## src/rtl/rf_sequencer_pkg.sv

```systemverilog
// rf_sequencer_pkg: shared op-codes, FunSel codes, register indices and FSM states
// Provides:
//   OP_*     command op-codes carried on cmd_op
//   FS_*     register file FunSel encodings
//   IDX_*    register indices, 0-3 = R1-R4, 4-7 = S1-S4
//   state_t  sequencer FSM states
//   uses_s4  true when a SWAP would clobber its own temporary
package rf_seq_pkg;

    localparam logic [2:0] OP_LDI  = 3'b000;
    localparam logic [2:0] OP_CLR  = 3'b001;
    localparam logic [2:0] OP_INC  = 3'b010;
    localparam logic [2:0] OP_DEC  = 3'b011;
    localparam logic [2:0] OP_MOV  = 3'b100;
    localparam logic [2:0] OP_SWAP = 3'b101;
    localparam logic [2:0] OP_INCN = 3'b110;
    localparam logic [2:0] OP_DECN = 3'b111;

    localparam logic [2:0] FS_DEC   = 3'b000;
    localparam logic [2:0] FS_INC   = 3'b001;
    localparam logic [2:0] FS_LOAD  = 3'b010;
    localparam logic [2:0] FS_CLEAR = 3'b011;

    localparam logic [2:0] IDX_R1 = 3'd0;
    localparam logic [2:0] IDX_R2 = 3'd1;
    localparam logic [2:0] IDX_R3 = 3'd2;
    localparam logic [2:0] IDX_R4 = 3'd3;
    localparam logic [2:0] IDX_S1 = 3'd4;
    localparam logic [2:0] IDX_S2 = 3'd5;
    localparam logic [2:0] IDX_S3 = 3'd6;
    localparam logic [2:0] IDX_S4 = 3'd7;

    typedef enum logic [2:0] {
        ST_IDLE,
        ST_EXEC,
        ST_SW1,
        ST_SW2,
        ST_SW3,
        ST_REP
    } state_t;

    // S4 is the swap temporary, so a swap naming it cannot be sequenced
    function automatic logic uses_s4(input logic [2:0] a, input logic [2:0] b);
        return (a == IDX_S4) || (b == IDX_S4);
    endfunction

endpackage

```

## src/rtl/rf_sequencer_if.sv

```systemverilog
// rf_sequencer_if: command handshake and register file control bundle
// Signals:
//   cmd_valid/cmd_ready   command handshake
//   cmd_op/dst/src/imm    command fields
//   rf_out_a              register file OutA read back
//   rf_i                  register file I data input
//   out_a_sel/out_b_sel   register file read selects
//   fun_sel               register file function select
//   reg_sel/scr_sel       one-hot write enables, bit3 = R1/S1 ... bit0 = R4/S4
//   done/error            one-cycle completion / rejection pulses
// Modports: master = command issuer plus register file, slave = sequencer
interface rf_sequencer_if #(
    parameter int DATA_W = 32
);
    logic              cmd_valid;
    logic              cmd_ready;
    logic [2:0]        cmd_op;
    logic [2:0]        cmd_dst;
    logic [2:0]        cmd_src;
    logic [DATA_W-1:0] cmd_imm;
    logic [DATA_W-1:0] rf_out_a;
    logic [DATA_W-1:0] rf_i;
    logic [2:0]        out_a_sel;
    logic [2:0]        out_b_sel;
    logic [2:0]        fun_sel;
    logic [3:0]        reg_sel;
    logic [3:0]        scr_sel;
    logic              done;
    logic              error;

    modport master (
        output cmd_valid, cmd_op, cmd_dst, cmd_src, cmd_imm, rf_out_a,
        input  cmd_ready, rf_i, out_a_sel, out_b_sel, fun_sel, reg_sel, scr_sel, done, error
    );

    modport slave (
        input  cmd_valid, cmd_op, cmd_dst, cmd_src, cmd_imm, rf_out_a,
        output cmd_ready, rf_i, out_a_sel, out_b_sel, fun_sel, reg_sel, scr_sel, done, error
    );

endinterface

```

## src/rtl/rf_sequencer_sel_decode.sv

```systemverilog
// rf_sel_decode: register index plus write enable to one-hot RegSel/ScrSel
// Ports:
//   idx      3-bit register index, 0-3 = R1-R4, 4-7 = S1-S4
//   we       write enable
//   reg_sel  R1..R4 enables, bit3 = R1
//   scr_sel  S1..S4 enables, bit3 = S1
module rf_sel_decode (
    input  logic [2:0] idx,
    input  logic       we,
    output logic [3:0] reg_sel,
    output logic [3:0] scr_sel
);
    logic [3:0] oh;

    assign oh      = 4'b1000 >> idx[1:0];
    assign reg_sel = (we && !idx[2]) ? oh : 4'b0000;
    assign scr_sel = (we &&  idx[2]) ? oh : 4'b0000;

endmodule

```

## src/rtl/rf_sequencer.sv

```systemverilog
// rf_sequencer: micro-op sequencer driving the 8-entry register file controls
// Ports:
//   clk    system clock, all state updates on the rising edge
//   rst_n  synchronous active-low reset; also masks all write enables
//   bus    rf_sequencer_if.slave: command handshake in, register file controls out
// Parameters:
//   DATA_W  register / immediate width
//   CNT_W   INCN/DECN repeat count width, taken from cmd_imm[CNT_W-1:0]
module rf_sequencer
    import rf_seq_pkg::*;
#(
    parameter int DATA_W = 32,
    parameter int CNT_W  = 5
) (
    input  logic           clk,
    input  logic           rst_n,
    rf_sequencer_if.slave  bus
);
    state_t            state, state_nxt;
    logic [2:0]        op, dst, src;
    logic [DATA_W-1:0] imm;
    logic [CNT_W-1:0]  cnt;
    logic              done_q, error_q, done_nxt, error_nxt;
    logic              we;
    logic [2:0]        wr_idx, a_sel, fs;
    logic [DATA_W-1:0] rf_i;
    logic              accept;
    logic              is_rep;

    assign accept = bus.cmd_valid && (state == ST_IDLE);
    assign is_rep = (bus.cmd_op == OP_INCN) || (bus.cmd_op == OP_DECN);

    always_ff @(posedge clk) begin
        if (!rst_n) begin
            state   <= ST_IDLE;
            cnt     <= '0;
            done_q  <= 1'b0;
            error_q <= 1'b0;
        end else begin
            state   <= state_nxt;
            done_q  <= done_nxt;
            error_q <= error_nxt;
            if (accept) begin
                op  <= bus.cmd_op;
                dst <= bus.cmd_dst;
                src <= bus.cmd_src;
                imm <= bus.cmd_imm;
                cnt <= bus.cmd_imm[CNT_W-1:0];
            end else if (state == ST_REP) begin
                cnt <= cnt - 1'b1;
            end
        end
    end

    always_comb begin
        state_nxt = state;
        done_nxt  = 1'b0;
        error_nxt = 1'b0;
        we        = 1'b0;
        wr_idx    = dst;
        a_sel     = IDX_R1;
        fs        = FS_LOAD;
        rf_i      = '0;
        case (state)
            ST_IDLE: begin
                if (bus.cmd_valid) begin
                    // Rejected swaps and zero-count repeats still spend one EXEC cycle
                    state_nxt = (bus.cmd_op == OP_SWAP && !uses_s4(bus.cmd_src, bus.cmd_dst)) ? ST_SW1 :
                                (is_rep && bus.cmd_imm[CNT_W-1:0] != '0) ? ST_REP : ST_EXEC;
                end
            end
            ST_EXEC: begin
                state_nxt = ST_IDLE;
                error_nxt = (op == OP_SWAP);
                done_nxt  = (op != OP_SWAP);
                we        = (op == OP_LDI) || (op == OP_CLR) || (op == OP_INC) ||
                            (op == OP_DEC) || (op == OP_MOV);
                fs        = (op == OP_CLR) ? FS_CLEAR :
                            (op == OP_INC) ? FS_INC :
                            (op == OP_DEC) ? FS_DEC : FS_LOAD;
                a_sel     = (op == OP_MOV) ? src : IDX_R1;
                rf_i      = (op == OP_LDI) ? imm :
                            (op == OP_MOV) ? bus.rf_out_a : '0;
            end
            ST_SW1: begin
                state_nxt = ST_SW2;
                we        = 1'b1;
                wr_idx    = IDX_S4;
                a_sel     = src;
                rf_i      = bus.rf_out_a;
            end
            ST_SW2: begin
                state_nxt = ST_SW3;
                we        = 1'b1;
                wr_idx    = src;
                a_sel     = dst;
                rf_i      = bus.rf_out_a;
            end
            ST_SW3: begin
                state_nxt = ST_IDLE;
                done_nxt  = 1'b1;
                we        = 1'b1;
                wr_idx    = dst;
                a_sel     = IDX_S4;
                rf_i      = bus.rf_out_a;
            end
            ST_REP: begin
                we        = 1'b1;
                fs        = (op == OP_INCN) ? FS_INC : FS_DEC;
                // cnt counts remaining writes including this one
                state_nxt = (cnt == 1) ? ST_IDLE : ST_REP;
                done_nxt  = (cnt == 1);
            end
            default: state_nxt = ST_IDLE;
        endcase
    end

    rf_sel_decode u_sel (
        .idx     (wr_idx),
        .we      (we && rst_n),
        .reg_sel (bus.reg_sel),
        .scr_sel (bus.scr_sel)
    );

    assign bus.cmd_ready = (state == ST_IDLE);
    assign bus.rf_i      = rf_i;
    assign bus.out_a_sel = a_sel;
    assign bus.out_b_sel = (state == ST_IDLE) ? IDX_R1 : dst;
    assign bus.fun_sel   = fs;
    assign bus.done      = done_q;
    assign bus.error     = error_q;

endmodule

```

## src/flat_wrapper.sv

```systemverilog
// flat-port wrapper written by rule: the top's interface ports become plain ports
module rf_sequencer_flat import rf_seq_pkg::*;
#(
    parameter int DATA_W = 32,
    parameter int CNT_W  = 5
)
  (clk, rst_n, bus_cmd_valid, bus_cmd_op, bus_cmd_dst, bus_cmd_src, bus_cmd_imm, bus_rf_out_a, bus_cmd_ready, bus_rf_i, bus_out_a_sel, bus_out_b_sel, bus_fun_sel, bus_reg_sel, bus_scr_sel, bus_done, bus_error);
  rf_sequencer_if #(.DATA_W(DATA_W)) bus_i ();
  input  logic clk;
  input  logic rst_n;
  input wire logic [$bits(bus_i.cmd_valid)-1:0] bus_cmd_valid;
  input wire logic [$bits(bus_i.cmd_op)-1:0] bus_cmd_op;
  input wire logic [$bits(bus_i.cmd_dst)-1:0] bus_cmd_dst;
  input wire logic [$bits(bus_i.cmd_src)-1:0] bus_cmd_src;
  input wire logic [$bits(bus_i.cmd_imm)-1:0] bus_cmd_imm;
  input wire logic [$bits(bus_i.rf_out_a)-1:0] bus_rf_out_a;
  output wire logic [$bits(bus_i.cmd_ready)-1:0] bus_cmd_ready;
  output wire logic [$bits(bus_i.rf_i)-1:0] bus_rf_i;
  output wire logic [$bits(bus_i.out_a_sel)-1:0] bus_out_a_sel;
  output wire logic [$bits(bus_i.out_b_sel)-1:0] bus_out_b_sel;
  output wire logic [$bits(bus_i.fun_sel)-1:0] bus_fun_sel;
  output wire logic [$bits(bus_i.reg_sel)-1:0] bus_reg_sel;
  output wire logic [$bits(bus_i.scr_sel)-1:0] bus_scr_sel;
  output wire logic [$bits(bus_i.done)-1:0] bus_done;
  output wire logic [$bits(bus_i.error)-1:0] bus_error;
  assign bus_i.cmd_valid = bus_cmd_valid;
  assign bus_i.cmd_op = bus_cmd_op;
  assign bus_i.cmd_dst = bus_cmd_dst;
  assign bus_i.cmd_src = bus_cmd_src;
  assign bus_i.cmd_imm = bus_cmd_imm;
  assign bus_i.rf_out_a = bus_rf_out_a;
  assign bus_cmd_ready = bus_i.cmd_ready;
  assign bus_rf_i = bus_i.rf_i;
  assign bus_out_a_sel = bus_i.out_a_sel;
  assign bus_out_b_sel = bus_i.out_b_sel;
  assign bus_fun_sel = bus_i.fun_sel;
  assign bus_reg_sel = bus_i.reg_sel;
  assign bus_scr_sel = bus_i.scr_sel;
  assign bus_done = bus_i.done;
  assign bus_error = bus_i.error;
  rf_sequencer #(.DATA_W(DATA_W), .CNT_W(CNT_W)) u_core (.clk(clk), .rst_n(rst_n), .bus(bus_i));
endmodule
```

## config.mk

```make
export PLATFORM = sky130hd
export DESIGN_NAME = rf_sequencer_flat
export DESIGN_NICKNAME = d
export VERILOG_FILES = /design/src/rtl/rf_sequencer_pkg.sv /design/src/rtl/rf_sequencer_if.sv /design/src/rtl/rf_sequencer_sel_decode.sv /design/src/rtl/rf_sequencer.sv /design/src/flat_wrapper.sv
export SDC_FILE = /design/constraint.sdc
export NUM_CORES = 1
export LEC_CHECK = 0
export CORE_ASPECT_RATIO = 0.9
export CORE_MARGIN = 4
export CORE_UTILIZATION = 40
export DETAILED_ROUTE_END_ITERATION = 12
export PLACE_DENSITY = 0.93
export REMOVE_ABC_BUFFERS = 1
export SYNTH_ARGS = -nofsm -noshare
export SYNTH_HDL_FRONTEND = slang
export SYNTH_SLANG_ARGS = --single-unit
```

## constraint.sdc

```tcl
create_clock -name clk -period 3.8 [get_ports clk]
set_clock_uncertainty 0.2 [all_clocks]
set_input_delay 0.38 -clock clk [delete_from_list [all_inputs] [get_ports clk]]
set_output_delay 0.38 -clock clk [all_outputs]
set_load 0.01 [all_outputs]
```

# Word level (Yosys, flattened, before mapping)
# Index checks and enable logic that the tools add are counted.
# totals
regBits	51
in_bits	76
elab_cells	74
# op_classes
add_sub_neg	1
n_eq_ne	19
shifts	1
n_mux	23
n_reduce_logical	22
# op_table
cell	n
$mux W32	2
$pmux W32 S2	1
$eq A3 B3 Y1 const B	10
$mux W3	8
$pmux W3 S4	2
$eq A3 B2 Y1 const B	4
$pmux W3 S2	2
$mux W5	2
$mux W4	2
$eq A3 B1 Y1 const B	2
$logic_and A1 B1 Y1	6
$logic_not A3 Y1	2
$logic_or A1 B1 Y1	6
$eq A5 B1 Y1 const B	1
$reduce_bool A5 Y1	1
$sub A5 B1 Y5 const B	1
$reduce_and A2 Y1	2
$reduce_or A4 Y1	1
$shr A4 B2 Y4 const A	1
$ne A3 B3 Y1 const B	1
$pmux W1 S3	1
$reduce_or A3 Y1	1
$logic_not A1 Y1	2
$mux W2	1
other kinds (4)	4

# Logic depth before layout (Yosys ltp)
# Gate-level depths: netlist of the first run.
# depth
depth_word	9
depth_mapped	6
ltp_nobuf	6

# Hierarchy
# Synthesis of the first run repeated with hierarchy kept, for this count alone.
# unflattened
cells_unflattened	211
hier_area_um2	2602.5
# modules_own_cells
mod	instances	cells_per_inst	area_each_um2	seq_area_each_um2
rf_sequencer	1	203	2506.2	1431.4
rf_sel_decode	1	8	96.3	0.0

# Worst setup path after synthesis of the first run
# No wires, ideal clock.
# synth_timing
path_kind	reg-to-reg
start	reg u_core.state[1]
end	reg u_core.dst[0] (enable)
setup_time_ps	440
arrival_time_ps	2970
required_ps	3160
setup_slack_ps	190
stages_incl_launch_ff	5
path_buffers	1
period_less_slack_ps	3610
path_cell_list	dfxtp_1 > buf_2 > nor3_1 > nand2_1 > nor2_1
# synth_via
elab_chain_len	3
# synth_rtl
element	line_no	rtl
from (decl)	rf_sequencer.sv:19	state_t state, state_nxt;
from (signal assigned)	rf_sequencer.sv:40	state <= state_nxt;
$logic_not A3 Y1	--	
net bus_cmd_ready	flat_wrapper.sv:17	output wire logic [$bits(bus_i.cmd_ready)-1:0] bus_cmd_ready;
$logic_and A1 B1 Y1	rf_sequencer.sv:30	assign accept = bus.cmd_valid && (state == ST_IDLE);
$reduce_and A2 Y1 (no line)	--	
to (signal assigned)	rf_sequencer.sv:45	dst <= bus.cmd_dst;
to (decl)	rf_sequencer.sv:20	logic [2:0] op, dst, src;
# The timed path passes the listed nets, and every way through them passes these cells.
# A chain may end at the register's enable or synchronous reset.

# Final worst setup path of the first run
# layout_timing
start	reg u_core.state[1]
end	out bus_reg_sel[0]
# layout_via
elab_chain_len	6
word_cells_on_any_way	13
classes_between	eq/ne (5); shift (1); mux (3); reduce/logical (4)
# layout_rtl
element	line_no	rtl
$eq A3 B3 Y1 or $eq A3 B2 Y1 (tied branches)	rf_sequencer.sv:64	case (state)
$reduce_or A4 Y1 (no line)	--	
$pmux W1 S2	rf_sequencer.sv:64	
$logic_and A1 B1 Y1	rf_sequencer.sv:120	.we (we && rst_n),
$logic_and A1 B1 Y1	rf_sequencer_sel_decode.sv:16	assign reg_sel = (we && !idx[2]) ? oh : 4'b0000;
$mux W4 (*)	rf_sequencer_sel_decode.sv:16	
to (decl)	flat_wrapper.sv:22	output wire logic [$bits(bus_i.reg_sel)-1:0] bus_reg_sel;
# Mark *: on every way between the ends. The rest lies on a longest branch, timed or not.

==> impl_metrics.ini, run 1 <==
[placement]
dp_cells = 397
hpwlAfterDp_um = 5450
post-place-ws_ps = 734
portBuffers = 126
gp_congestion = 0.853

[sta]
fmax_ghz = 0.293
final.min_clock_period_ps = 3410
setup_viol = 0
maxSlewHeadroom = 0.519
tns_ps = 0
slew_violations = 0
worst_slack_ps = 389
rsz0062_at_grt = no
period_share = 0.898
worstMarginPinSlew_ps = 716
hold_ws_ps = 308
finalHoldViolCount = 0

[worst_setup_path]
crit_chain = nor2b_1, mux2_2, nand4bb_1, nor2_1, clkdlybuf4s50_1
critPathBufInv = 1
cp.required_ps = 3220
endpoint_kind = primary output
r2r_cells = 4
crit_type = flop to primary output
crit_family = simple AND/OR/NAND/NOR gates
cp_slowest_cell = dfxtp_1
critPathArrivalTime_ps = 2830
cp_slowest_stage_delay_ps = 660
crit_fanout = 16
crit_cells = 5
worstSetupStartpointType = flop

[synth]
synth_fa_ha_area_frac = 0.0100
syn_area_per_cell_um2 = 12.1
synth_area_leaders = edfxtp_1 (49%), a22o_1 (11%), dfxtp_1 (8.0%)
synth-compound-area-share = 0.193
synth_edf_count = 41
synthCells = 206
ys_seq_area_frac = 0.573
yosys.area.top_type_share = 0.493
syn_area_um2 = 2500
synth-simple-area-share = 0.158
synthArstFlopShare = 0
synth_xor_area_frac = 0.00351
synth_cell_types = 46
synth-seq-cells = 51
muxShareOfSynthArea = 0.0215
synth_top_family_by_area = compound AO/OA/AOI/OAI gates
yosys_warnings = 0
synth_ff_type = edfxtp_1
yosysTopAreaCell = edfxtp_1

[die]
die_w_um = 91.3
start_util = 0.411
die_h_um = 83.0
die_area_um2 = 7570
rows = 27
io_pins = 128
core_um2 = 6080

[routing]
ant_nets = 0
drc = 0
vias = 2197
vias_per_cell = 5.42
dr.pass1.iters = 4
wire_per_inst_um = 17.0
routed_wl_um = 6900
dr.first_iter.drc_count = 106

[cts]
cts-resized-gates = 0
cts_hold_buf = 0
cts.sinks = 51
clock_latency_ps = 300
root_buffer = clkbuf_8
cts_tree = done
htree_levels = 2
ctsLongestPathBuffers = 2
path_clk_slew_ps = 90
cts_setup_buffers = 0
cts_buffers = 5

[grt]
overflow = 0
grt_pass1_vias = 2120
grt_pass1_wl_um = 10900
track_usage = 0.181
antenna_found_initial = 0
grt_max_degree = 33

[final_layout]
layout-drive-gt1-share = 0.0631
multiInputGateArea_um2 = 982
n_antenna_cell = 0
fillers = 459
fin_cells = 405
areaGrowthSynthToFinish_pct = 56.3
fin_nets = 410
seqCellArea_um2 = 1430

[hold_path]
whs_path_depth = 2
min_path_type = flop to flop

[power]
power_density_nw_per_um2 = 315
ir_drop_v = 0.000273
p_leak_uw = 0.00136

[run_status]
status = finished clean

[job]
drv_cap = 0
[metrics by stage]
stage               instance area [µm²]  power, µW   util
floorplan                          2420        779      -
global placement                   3820        938  0.628
detailed placement                 3820        948  0.628
CTS                                3900       1240  0.642
global route                       3900       1290  0.642
finish                             3900       1230  0.642
[tightest hold or removal path, stage by stage, from the launching register on]
cell and delay (ps):
dfxtp_1 330, nand3_1 80, a21oi_2 50
[registers in the layout, summed over array words and instances (netlist names)]
signal,flops
u_core.cnt,5
u_core.dst,3
u_core.op,3
u_core.bus.error,1
u_core.state,3
u_core.src,3
u_core.bus.done,1
u_core.imm,32
[report_power, final]
| part | switching [µW] | total [µW] | internal (µW) | leakage [µW] |
|---|---|---|---|---|
| sequential | 25.2 | 665 | 640 | 0.000463 |
| combinational | 108 | 271 | 162 | 0.000859 |
| clock | 163 | 292 | 129 | 0.0000422 |
[logic make-up after synthesis]
kind of cell    count (synthesis)
flops                          51
fa+ha+maj                       2
mux                             5
other cells                     1
compound gates                 61
simple gates                   68
xor+xnor                        1
buf+inv                        17
[cell usage after synthesis, types with 2 or more instances]
cell type / n
ha_1: 2
mux2i_1: 2
inv_1: 5
nor2_1: 17
a221oi_1: 2
and3_1: 2
o22ai_1: 2
buf_4: 8
mux2_2: 3
nand2b_1: 6
a22o_1: 32
or2b_1: 2
buf_2: 3
o21ai_0: 3
nor3_1: 3
nand3_1: 2
a21oi_1: 9
a2bb2oi_1: 2
nand2_1: 13
edfxtp_1: 41
or3_1: 2
a221o_1: 3
o211ai_1: 3
or4_1: 2
nor4_1: 2
dfxtp_1: 10
nor2b_1: 6
[cell usage in the layout (no fill, tap or decap), drive strengths merged, types with 2 or more instances in the layout]
cell type | synthesis | routed
a221o | 3 | 3
a21oi | 10 | 10
or3 | 2 | 2
nor4 | 2 | 2
nor3 | 3 | 3
clkbuf | 1 | 7
and3 | 2 | 2
nor2 | 18 | 18
ha | 2 | 2
mux2 | 3 | 3
nand2 | 13 | 13
nand2b | 6 | 6
nor2b | 6 | 6
o22ai | 2 | 2
inv | 5 | 5
dfxtp | 10 | 10
nand3b | 2 | 2
o21ai | 3 | 3
or2b | 2 | 2
nand3 | 2 | 2
edfxtp | 41 | 41
buf | 11 | 5
o211ai | 3 | 3
nor4b | 2 | 2
a221oi | 2 | 2
a2bb2oi | 2 | 2
clkdlybuf4s50 | 0 | 126
a22o | 32 | 32
mux2i | 2 | 2
or4 | 2 | 2
[area by class of cell]
cell class | instances | area share
multi-input cells | 138 | 0.252
well taps | 72 | 0.0231
repair buffers | 131 | 0.333
clock buffers | 7 | 0.0196
inverters | 5 | 0.00481
flip-flops and latches | 51 | 0.367
clock inverters | 1 | 0.00128
[layer usage]
layer / vias to the layer above / global-route usage / share of wire
li1: 1053 / - / -
met1: 1050 / 0.230 / 0.42
met2: 88 / 0.310 / 0.51
met3: 6 / 0.0498 / 0.057
met4: 0 / 0.0329 / 0.0084
met5: - / 0 / 0
[worst paths after layout]
kind	start	to	slack [ps]
max	u_core.state[1]	bus_reg_sel[0]	390
min	u_core.cnt[4]	u_core.cnt[4]	310
max reg2reg	u_core.state[2]	u_core.imm[24]	960
min reg2reg	u_core.cnt[4]	u_core.cnt[4]	310
Power figures use the tool's default switching activity.
==> run 2, diff against run 1 <==
--- a/config.mk
+++ b/config.mk
@@ -8,8 +8,9 @@
 export CORE_ASPECT_RATIO = 0.9
 export CORE_MARGIN = 4
 export CORE_UTILIZATION = 40
+export CTS_CLUSTER_DIAMETER = 30
 export DETAILED_ROUTE_END_ITERATION = 12
-export PLACE_DENSITY = 0.93
+export PLACE_DENSITY = 0.92
 export REMOVE_ABC_BUFFERS = 1
 export SYNTH_ARGS = -nofsm -noshare
 export SYNTH_HDL_FRONTEND = slang
==> impl_metrics.ini, run 2 (synthesis gave the netlist of run 1 again) <==
[run_status]
status = finished clean

[sta]
rsz0062_at_grt = no
hold_ws_ps = 306
worstMarginPinSlew_ps = 642
setup_viol = 0
final.min_clock_period_ps = 3440
slew_violations = 0
tns_ps = 0
fmax_ghz = 0.291
worst_slack_ps = 362
finalHoldViolCount = 0
maxSlewHeadroom = 0.572
period_share = 0.905

[routing]
highest_layer = met4
vias = 2223
dr.pass1.iters = 4
wl_met1_um = 2780
ant_nets = 0
routed_wl_um = 6940
routed-wl-met3_um = 448
wire_per_inst_um = 17.2
drc = 0
wl_met2_um = 3590
vias_per_cell = 5.50
dr.first_iter.drc_count = 128

[placement]
post-place-ws_ps = 704
gp_congestion = 0.809
hpwlAfterDp_um = 5440
portBuffers = 126

[cts]
root_buffer = clkbuf_8
clock_latency_ps = 300
ctsLongestPathBuffers = 2
cts.sinks = 51
cts_hold_buf = 0
cts-resized-gates = 0
cts_setup_buffers = 0
path_clk_slew_ps = 90
htree_levels = 2
cts_buffers = 5
cts_tree = done

[power]
p_comb_frac = 0.207
power_density_nw_per_um2 = 332
p_int_uw = 998
swShare = 0.232
p_seq_frac = 0.511
power_switching_uw = 302
p_leak_uw = 0.00137
ir_drop_v = 0.000228
p_clk_frac = 0.282

[hold_path]
min_path_type = flop to flop

[worst_setup_path]
crit_type = flop to primary output
cp.required_ps = 3220
worstSetupStartpointType = flop
endpoint_kind = primary output
reg2reg_slack_ps = 1110
crit_fanout = 16
critPathArrivalTime_ps = 2860

[final_layout]
fin_nets = 409
largestRegisters = u_core.imm (32), u_core.cnt (5)
largest_reg_flops = 32
n_antenna_cell = 0
mostFrequentLayoutCells = clkdlybuf4s50_1 (126), edfxtp_1 (41), a22o_1 (32), nor2_1 (16), nand2_1 (13)
fillers = 476
final_common_cell = clkdlybuf4s50_1
seqCellArea_um2 = 1430
regMostFlops = u_core.imm
areaGrowthSynthToFinish_pct = 57.0
finalCoreUtilization = 0.645
multiInputGateArea_um2 = 982
layout-drive-gt1-share = 0.0602

[die]
rows = 27
die_area_um2 = 7570
start_util = 0.411
core_um2 = 6080
die_w_um = 91.3
io_pins = 128
die_h_um = 83.0

[grt]
grt_pass1_wl_um = 10900
grt_pass1_vias = 2222
overflow = 0
antenna_found_initial = 0
track_usage = 0.180
grt_max_degree = 33

[job]
drv_cap = 0
run 2: power by group through the flow:
stage / Combinational (µW) / Clock, µW / Sequential, µW
floorplan: 107 / 0 / 671
global placement: 262 / 0 / 675
detailed placement: 270 / 0 / 676
CTS: 272 / 375 / 664
global route: 289 / 398 / 668
finish: 269 / 367 / 664
run 2: path summary, 6_finish.rpt:
| check | start | end | cells after the start |
|---|---|---|---|
| hold reg to reg | u_core.cnt[3] | u_core.cnt[3] | 2 |
| setup reg to reg | u_core.state[2] | u_core.src[1] | 4 |
| hold / removal | u_core.cnt[3] | u_core.cnt[3] | 2 |
| setup / recovery | u_core.state[1] | bus_reg_sel[3] | 5 |
run 2: stage by stage:
step                      instances  instance area [µm²]  total power [µW]
after floorplan                 194                 2420               779
after global placement          396                 3810               936
after detailed placement        396                 3810               947
after CTS                       404                 3920              1310
after global routing            404                 3920              1360
final                           404                 3920              1300
run 2: critical path: stages, from the launching register on:
cell             delay (ps)
dfxtp_1                 660
nor2b_1                 520
mux2_2                  410
nand4bb_1               260
nor2_1                  150
clkdlybuf4s50_1         550
run 2: layer usage:
layer | GRT usage | vias to the layer above
li1 | - | 1045
met1 | 0.206 | 1081
met2 | 0.327 | 84
met3 | 0.0462 | 13
met4 | 0.0562 | 0
met5 | 0 | -
run 2: area by class of cell:
cell class | count | share of cell area
sequential | 51 | 0.365
inverter | 5 | 0.00479
timing repair buffer | 130 | 0.329
tap | 72 | 0.0230
clock buffer | 7 | 0.0195
clock inverter | 1 | 0.00766
multi-input combinational | 138 | 0.251
==> run 3, diff against run 2 <==
--- a/config.mk
+++ b/config.mk
@@ -8,8 +8,9 @@
 export CORE_ASPECT_RATIO = 0.9
 export CORE_MARGIN = 4
 export CORE_UTILIZATION = 40
-export CTS_CLUSTER_DIAMETER = 30
+export CTS_CLUSTER_DIAMETER = 200
 export DETAILED_ROUTE_END_ITERATION = 12
+export GPL_TIMING_DRIVEN = 1
 export PLACE_DENSITY = 0.92
 export REMOVE_ABC_BUFFERS = 1
 export SYNTH_ARGS = -nofsm -noshare
==> results of run 3 <==
The final DEF is identical to that of run 2; final timing and power are the same.
